File: src/rtl/mem_write_arbiter.sv
// mem_write_arbiter: merges framebuffer and BVH write-request streams onto one
// memory write port. Each source has its own FIFO. A registered output stage
// is loaded by round-robin arbitration and handshakes with the memory
// controller using valid/ready.
// Optional build macro: MEM_ARB_FB_PRIORITY_EN. When defined, fb wins whenever
// both FIFOs hold entries (strict priority). When undefined, the grant is
// round-robin.
module mem_write_arbiter #(
   parameter int unsigned ADDR_WIDTH = 32,
   parameter int unsigned DATA_WIDTH = 32,
   parameter int unsigned FIFO_DEPTH = 8
) (
   input  logic                          clk,
   input  logic                          resetn,
   input  logic                          fb_valid,
   input  logic [ADDR_WIDTH-1:0]         fb_addr,
   input  logic [DATA_WIDTH-1:0]         fb_data,
   output logic                          fb_ready,
   input  logic                          bvh_valid,
   input  logic [ADDR_WIDTH-1:0]         bvh_addr,
   input  logic [DATA_WIDTH-1:0]         bvh_data,
   output logic                          bvh_ready,
   output logic                          out_valid,
   output logic [ADDR_WIDTH-1:0]         out_addr,
   output logic [DATA_WIDTH-1:0]         out_data,
   output logic                          out_src,
   input  logic                          out_ready,
   output logic [$clog2(FIFO_DEPTH):0]   fb_level,
   output logic [$clog2(FIFO_DEPTH):0]   bvh_level
);

   localparam int unsigned PTR_W = $clog2(FIFO_DEPTH);
   localparam int unsigned LVL_W = PTR_W + 1;

   typedef struct packed {
      logic [ADDR_WIDTH-1:0] addr;
      logic [DATA_WIDTH-1:0] data;
   } req_t;

   typedef enum logic {S_IDLE = 1'b0, S_HOLD = 1'b1} state_t;

   // Index 0 = fb, index 1 = bvh throughout.
   req_t             mem_q    [2][FIFO_DEPTH];
   logic [PTR_W-1:0] wr_ptr_q [2];
   logic [PTR_W-1:0] rd_ptr_q [2];
   logic [LVL_W-1:0] level_q  [2];

   state_t state_q, state_d;
   logic   out_valid_q, out_valid_d;
   req_t   out_req_q, out_req_d;
   logic   out_src_q, out_src_d;
   logic   last_grant_q, last_grant_d;

   req_t       in_req_c [2];
   logic [1:0] ready_c;
   logic [1:0] nonempty_c;
   logic [1:0] push_c;
   logic [1:0] pop_c;
   logic       grant_c;
   logic       load_c;

   // FIFO status and push qualification; ready depends only on the level.
   always_comb begin
      in_req_c[0] = '{addr: fb_addr,  data: fb_data};
      in_req_c[1] = '{addr: bvh_addr, data: bvh_data};
      for (int s = 0; s < 2; s++) begin
         ready_c[s]    = (level_q[s] != LVL_W'(FIFO_DEPTH));
         nonempty_c[s] = (level_q[s] != '0);
      end
      push_c = {bvh_valid, fb_valid} & ready_c;
   end

   // Output-stage FSM: arbitration, load/pop decision and next output values.
   always_comb begin
      state_d      = state_q;
      out_valid_d  = out_valid_q;
      out_req_d    = out_req_q;
      out_src_d    = out_src_q;
      last_grant_d = last_grant_q;
      pop_c        = '0;
      load_c       = 1'b0;
      grant_c      = 1'b0;

      if (nonempty_c == 2'b10) begin
         grant_c = 1'b1;
      end else if (nonempty_c == 2'b11) begin
`ifdef MEM_ARB_FB_PRIORITY_EN
         grant_c = 1'b0;
`else
         grant_c = ~last_grant_q;
`endif
      end

      case (state_q)
         S_IDLE: begin
            load_c = |nonempty_c;
         end
         S_HOLD: begin
            if (out_ready) begin
               load_c = |nonempty_c;
               if (!(|nonempty_c)) begin
                  out_valid_d = 1'b0;
                  state_d     = S_IDLE;
               end
            end
         end
         default: begin
            out_valid_d = 1'b0;
            state_d     = S_IDLE;
         end
      endcase

      if (load_c) begin
         pop_c[grant_c] = 1'b1;
         out_req_d      = mem_q[grant_c][rd_ptr_q[grant_c]];
         out_src_d      = grant_c;
         last_grant_d   = grant_c;
         out_valid_d    = 1'b1;
         state_d        = S_HOLD;
      end
   end

   // Control state: FIFO pointers/levels and the output register stage.
   always_ff @(posedge clk or negedge resetn) begin
      if (!resetn) begin
         for (int s = 0; s < 2; s++) begin
            wr_ptr_q[s] <= '0;
            rd_ptr_q[s] <= '0;
            level_q[s]  <= '0;
         end
         state_q      <= S_IDLE;
         out_valid_q  <= 1'b0;
         out_req_q    <= '0;
         out_src_q    <= 1'b0;
         last_grant_q <= 1'b1;
      end else begin
         for (int s = 0; s < 2; s++) begin
            if (push_c[s]) wr_ptr_q[s] <= wr_ptr_q[s] + PTR_W'(1);
            if (pop_c[s])  rd_ptr_q[s] <= rd_ptr_q[s] + PTR_W'(1);
            if (push_c[s] && !pop_c[s])      level_q[s] <= level_q[s] + LVL_W'(1);
            else if (!push_c[s] && pop_c[s]) level_q[s] <= level_q[s] - LVL_W'(1);
         end
         state_q      <= state_d;
         out_valid_q  <= out_valid_d;
         out_req_q    <= out_req_d;
         out_src_q    <= out_src_d;
         last_grant_q <= last_grant_d;
      end
   end

   // FIFO storage; contents need no reset since levels gate every read.
   always_ff @(posedge clk) begin
      for (int s = 0; s < 2; s++) begin
         if (push_c[s]) mem_q[s][wr_ptr_q[s]] <= in_req_c[s];
      end
   end

   assign fb_ready  = ready_c[0];
   assign bvh_ready = ready_c[1];
   assign out_valid = out_valid_q;
   assign out_addr  = out_req_q.addr;
   assign out_data  = out_req_q.data;
   assign out_src   = out_src_q;
   assign fb_level  = level_q[0];
   assign bvh_level = level_q[1];

endmodule

File: config.mk
export PLATFORM = sky130hd
export DESIGN_NAME = mem_write_arbiter
export DESIGN_NICKNAME = d
export VERILOG_FILES = /design/src/rtl/mem_write_arbiter.sv
export SDC_FILE = /design/constraint.sdc
export NUM_CORES = 1
export LEC_CHECK = 0
export CAP_MARGIN = 0
export CORE_AREA = 2 2 270 272
export CTS_CLUSTER_DIAMETER = 120
export DETAILED_ROUTE_END_ITERATION = 10
export DIE_AREA = 0 0 272 274
export HOLD_SLACK_MARGIN = 0.1
export PLACE_DENSITY = 0.83
export SKIP_LAST_GASP = 1
export SYNTH_ARGS = -nofsm -noshare
export SYNTH_HDL_FRONTEND = slang
export SYNTH_SLANG_ARGS = --single-unit
File: constraint.sdc
create_clock -name clk -period 10.1 [get_ports clk]
set_input_delay 1.01 -clock clk [delete_from_list [all_inputs] [get_ports clk]]
set_output_delay 1.01 -clock clk [all_outputs]
set_load 0.005 [all_outputs]
==> flow_summary.toml, run 1 <==
[grt]
antenna_found_initial = 15
met3_usage_pct = 5.211
grt_first_pass_wirelength_um = 144600
vias_in_the_first_global_route = 22100
gr-usage-all-layers_pct = 26.87
gr-total-overflow = 0
met1_global_route_usage_pct = 35.55
global_route.peak_usage_layer = "met2"
pin_count_of_the_biggest_net_entering_global_routing = 102
groute.layer.met2.usage_pct = 45.24

[critical_path]
path_delay_family = "compound AO/OA/AOI/OAI gates"
worstPathMaxFanout = 54
startpoint_type = "flop"
worstPathCellList = "nor4_1, a21o_4, o31a_2, buf_4, buf_4, o22ai_1, nor2_1"
crit_path_end_kind = "flop"
timing.setup.critical_path_class = "flop to flop"
cp_data_required_time_ps = 10690
timing.critical_path.arrival_ps = 4840
critical_path_buf_inv_count = 2
timing.critical_path.mode_cell = "sky130_fd_sc_hd__buf_4"
worst_path_largest_cell_delay_ps = 890
critical_path_top_delay_cell = "sky130_fd_sc_hd__nor4_1"

[logic_synthesis]
yosys.area.top_type = "sky130_fd_sc_hd__edfxtp_1"
yosys_warnings = 0
synth-simple-area-share_pct = 2.119
synth.net_count = 2044
synth_compound_gate_area_share_pct = 2.925
synth_area_mm2 = 0.04257
postSynth.asyncResetShare_pct = 7.914
synth.most_common_cell = "sky130_fd_sc_hd__edfxtp_1"
synthFlopType = "sky130_fd_sc_hd__edfxtp_1"
synth_area_leaders = "sky130_fd_sc_hd__edfxtp_1, sky130_fd_sc_hd__mux4_2, sky130_fd_sc_hd__dfrtp_1"
yosysSeqAreaShare_pct = 77.41
synth_xor_xnor_area_share_pct = 0.3086
syn-mean-instance-area_um2 = 22.42
largest_family_of_logic_cells_by_synthesized_area = "multiplexers"
ys_types = 38
synthCells = 1899
synthMuxAreaShare_pct = 15.62
synth-edff-count = 1024
synth-seq-cells = 1112
synthTopCellsByCount = "sky130_fd_sc_hd__edfxtp_1, sky130_fd_sc_hd__mux4_2, sky130_fd_sc_hd__dfrtp_1"
post-synth-top-area-fraction_pct = 72.24
synth_adder_area_share_pct = 0.3880

[timing]
final_hold_viol_count = 0
final.setup_skew_ps = 23.37
rsz0062_at_grt = "false"
whs_ps = 374.1
finalSetupTns_ps = 0
timing.fmax_ghz = 0.2356
timing_max_transition_violations_final = 0
finalWorstPathRequiredPeriod_ps = 4244
worstMarginPinSlew_ps = 1333
timing.max_slew.rel_slack_pct = 11.15
setup_viol = 0
layout_worst_path_cycle_share_pct = 42.02

[route]
drt_pre_antenna_iters = 6
remaining_drc_errors = 0
wl_per_cell_um = 30.55
vias = 20840
postRouteAntennaNets = 0
initialDrtViolationCount = 2540
routed_via_density = 6.488
wl_um = 98140

[floorplan]
fp.dieW_um = 272
core_footprint_mm2 = 0.07197
initial_utilization_pct = 59.15
dieArea_mm2 = 0.07453
pin_count = 209
placementRows = 99
dieHeight_um = 274

[power]
vdd_drop_max_mv = 0.2115
cellLeakagePower_uw = 0.01582
power.switching_uw = 4429
combinationalPowerShare_pct = 29.8
cellPowerDensity_mw_per_mm2 = 298.0
internal-power_uw = 10250
sequentialPowerShare_pct = 43.5
p_clk_share_pct = 26.7
power.switching_fraction_pct = 30.16

[clocking]
tritoncts = "done"
tritoncts.num_buffers = 107
post_cts_buffers = 0
htree_num_levels = 3
cts_root_cell = "sky130_fd_sc_hd__clkbuf_16"
clock_sinks = 1112
insertion_delay_ps = 670
cts-hold-fix-buffers = 0
cts-resized-gates = 0
clkSlewWorstSetupHoldPaths_ps = 60
clock_tree.buffer_depth = 3

[run]
drv_cap = 0

[layout]
syn2layout_area_growth_pct = 15.75
filler_cell_count = 4166
finalNetCount = 2299
fraction_of_final_layout_cells_with_drive_strength_greater_than_1_pct = 26.27

[worst_hold_path]
hold_path.class = "input pin to async pin"

[status]
outcome = "complete, no violations"

[placed_design]
portBuffers = 208
final_wtd_congestion = 0.7759
dp_hpwl_um = 51620
## registers in the layout, summed over array words and instances, names as in the netlist
register	flops
out_addr	32
state_q	1
wr_ptr_q	6
fb_level	4
out_data	32
out_valid	1
out_src	1
mem_q	1024
last_grant_q	1
rd_ptr_q	6
bvh_level	4
## layout make-up
class                      count  area (um^2)  share of cell area [%]
sequential                  1112        32970                   66.91
clock buffer                 146         2925                   5.937
timing repair buffer         246         2377                   4.825
tap                          959         1200                   2.435
antenna                        7        17.52                 0.03555
inverter                       4        15.01                 0.03047
clock inverter                55        533.0                   1.082
multi-input combinational    683         9234                   18.74
## cell families after synthesis
group,Yosys count
buffers and inverters,104
AO/OA/AOI/OAI,145
multiplexers,325
adder cells (fa/ha/maj),12
flip-flops,1112
XOR/XNOR,15
AND/OR/NAND/NOR,186
## power groups by stage
stage | combinational [uW] | clock (uW) | sequential, uW
4_1_cts | 4410 | 3960 | 6390
5_1_grt | 4640 | 4130 | 6450
2_1_floorplan | 3120 | 0 | 6210
6_report | 4380 | 3920 | 6380
3_3_place_gp | 4200 | 0 | 6400
3_5_place_dp | 4340 | 0 | 6460
## path summary, 6_finish.rpt
path                               from           end  slack [ps]  cells after the start
setup / recovery           bvh_level[0]   out_data[4]        5860                      7
hold / removal                   resetn  out_addr[13]         370                      1
setup reg to reg           bvh_level[0]   out_data[4]        5860                      7
hold reg to reg                 state_q     out_valid         510                      1
max in group asynchronous        resetn   rd_ptr_q[3]        8280                      2
min in group clk                state_q     out_valid         510                      1
## routing by layer
layer	share of wire, %	wire [um]	vias up
li1	-	-	8432
met1	38	36830	11070
met2	51	50290	1103
met3	8.3	8144	222
met4	2.8	2751	18
met5	0.12	117	-
## cells in the final DEF (no fill, tap or decap), drive strengths merged, types with 8 or more instances in the layout
cell type	count
a211oi	64
and2	65
buf	39
bufinv	9
clkbuf	146
clkdlybuf4s50	207
clkinv	39
dfrtp	87
edfxtp	1024
ha	10
inv	8
mux2	69
mux4	256
nand2	21
nor2	80
o22ai	64
xnor2	12
## stage by stage
| stage | util, % | instances | setup WS, ps | power (uW) | area (um^2) |
|---|---|---|---|---|---|
| after global routing | 68.45 | 3210 | 5691 | 15230 | 49260 |
| after global placement | 63.63 | 3004 | 5736 | 10610 | 45790 |
| after detailed placement | 63.63 | 3004 | 5623 | 10800 | 45790 |
| after CTS | 68.44 | 3205 | 5896 | 14770 | 49250 |
| final | 68.46 | 3212 | 5856 | 14680 | 49270 |
| after floorplan | - | 1899 | 3722 | 9336 | 42570 |
Power figures use the tool's default switching activity.
==> inputs of run 2 (changes only) <==
--- a/config.mk
+++ b/config.mk
@@ -6,12 +6,12 @@
 export NUM_CORES = 1
 export LEC_CHECK = 0
 export CAP_MARGIN = 0
-export CORE_AREA = 2 2 270 272
+export CORE_AREA = 2 2 284 286
 export CTS_CLUSTER_DIAMETER = 120
 export DETAILED_ROUTE_END_ITERATION = 10
-export DIE_AREA = 0 0 272 274
+export DIE_AREA = 0 0 286 288
 export HOLD_SLACK_MARGIN = 0.1
-export PLACE_DENSITY = 0.83
+export PLACE_DENSITY = 0.79
 export SKIP_LAST_GASP = 1
 export SYNTH_ARGS = -nofsm -noshare
 export SYNTH_HDL_FRONTEND = slang
==> constraint.sdc (replaced) <==
create_clock -name clk -period 3.77 [get_ports clk]
set_input_delay 0.377 -clock clk [delete_from_list [all_inputs] [get_ports clk]]
set_output_delay 0.377 -clock clk [all_outputs]
set_load 0.005 [all_outputs]
==> flow_summary.toml, run 2 (synthesized netlist as in run 1, its figures left out) <==
[critical_path]
worstPathCellList = "or4_1, nor2_1, nor2_4, nand2_1, ha_1, inv_1, ha_1, a21o_1, a21oi_1, xnor2_1, nor2_1, xor2_1"
startpoint_type = "flop"
timing.critical_path.arrival_ps = 3820
path_delay_family = "simple AND/OR/NAND/NOR gates"
critical_path_buf_inv_count = 1
cp_data_required_time_ps = 4350
timing.setup.critical_path_class = "flop to flop"
worst_path_largest_cell_delay_ps = 720
critical_path_top_delay_cell = "sky130_fd_sc_hd__or4_1"
timing.critical_path.depth = 12
crit_path_end_kind = "flop"
worstPathMaxFanout = 7
count_of_cells_along_the_worst_register_to_register_path = 12

[power]
combinationalPowerShare_pct = 30.5
vdd_drop_max_mv = 1.040
sequentialPowerShare_pct = 42.5
p_clk_share_pct = 27.0
power.switching_uw = 12050
cellLeakagePower_uw = 0.01609
cellPowerDensity_mw_per_mm2 = 800.2
internal-power_uw = 27940
power.switching_fraction_pct = 30.13

[timing]
timing.fmax_ghz = 0.3085
worst_slack_ps = 528.2
timing.max_slew.rel_slack_pct = 27.76
final_hold_viol_count = 0
finalWorstPathRequiredPeriod_ps = 3242
final.setup_skew_ps = 24.49
setup_viol = 0
rsz0062_at_grt = "false"
timing_max_transition_violations_final = 0
layout_worst_path_cycle_share_pct = 85.99
finalSetupTns_ps = 0
worstMarginPinSlew_ps = 1084

[grt]
gr-usage-all-layers_pct = 24.90
antenna_found_initial = 22
grt_first_pass_wirelength_um = 147700
gr-total-overflow = 0
pin_count_of_the_biggest_net_entering_global_routing = 98
vias_in_the_first_global_route = 21830

[floorplan]
dieArea_mm2 = 0.08237
initial_utilization_pct = 53.45
core_footprint_mm2 = 0.07964
placementRows = 104
pin_count = 209
dieHeight_um = 288
fp.dieW_um = 286

[clocking]
insertion_delay_ps = 680
cts-hold-fix-buffers = 1
post_cts_buffers = 0
cts-resized-gates = 0
clock_sinks = 1112
clock_tree.buffer_depth = 3
tritoncts = "done"
cts_root_cell = "sky130_fd_sc_hd__clkbuf_16"
tritoncts.num_buffers = 106
clkSlewWorstSetupHoldPaths_ps = 60
htree_num_levels = 3

[route]
initialDrtViolationCount = 2321
drt_pre_antenna_iters = 7
vias = 20820
wl_per_cell_um = 30.21
wl_um = 100700
postRouteAntennaNets = 0
remaining_drc_errors = 0
routed_via_density = 6.247

[layout]
stdcell_count = 3332
final_util_pct = 62.77
finalNetCount = 2315
filler_cell_count = 5094
most_common_cell_after_layout_fill_and_taps_aside = "sky130_fd_sc_hd__edfxtp_1"
syn2layout_area_growth_pct = 17.43
final_cell_mix = "sky130_fd_sc_hd__edfxtp_1, sky130_fd_sc_hd__mux4_2, sky130_fd_sc_hd__clkdlybuf4s50_1"
largest_register_ff_count = 1024
fraction_of_final_layout_cells_with_drive_strength_greater_than_1_pct = 27.65

[placed_design]
final_wtd_congestion = 0.7512
portBuffers = 208
placement.setup.worst_slack_ps = 588.9
dpl.cell_count = 3121
dp_hpwl_um = 54520

[run]
drv_cap = 0

[worst_hold_path]
hold_path.class = "input pin to async pin"

[status]
outcome = "complete, no violations"
## run 2: metrics by stage
| step | hold slack (ps) | power (uW) | instance area, um^2 |
|---|---|---|---|
| detailed placement | 463.4 | 29360 | 46350 |
| floorplan | 81.41 | 24990 | 42600 |
| global placement | 447.4 | 28870 | 46350 |
| global route | 375.0 | 41450 | 49980 |
| CTS | 323.3 | 40210 | 49970 |
| finish | 305.3 | 40000 | 49990 |
## run 2: power by group through the flow
stage / clock [uW] / sequential, uW / combinational (uW)
floorplan: 0 / 16600 / 8370
global placement: 0 / 17100 / 11800
detailed placement: 0 / 17200 / 12100
CTS: 10900 / 17000 / 12300
global route: 11400 / 17200 / 12900
finish: 10800 / 17000 / 12200
## run 2: area by class of cell
cell class	instances	area, um^2	share of cell area [%]
clock buffer	153	3082	6.165
inverter	4	15.01	0.03004
sequential	1112	32970	65.95
clock inverter	49	521.8	1.044
multi-input combinational	683	9259	18.52
tap	1060	1326	2.653
timing repair buffer	263	2795	5.592
antenna	8	20.02	0.04005
## run 2: layer usage
layer	vias to the layer above	track usage [%]	wire length, um
met5	-	0	161
met2	1034	42.15	51510
li1	8479	-	-
met1	11090	32.44	37550
met4	28	8.298	2409
met3	184	5.309	9024
## run 2: path summary, 6_finish.rpt
path,end,slack (ps),from
min in group clk,mem_q[0][108],430,fb_addr[12]
worst max-delay path,fb_level[3],530,fb_level[0]
worst max register to register,fb_level[3],530,fb_level[0]
max in group asynchronous,last_grant_q,2610,resetn
worst min-delay path,out_addr[11],310,resetn
worst min register to register,out_valid,490,state_q
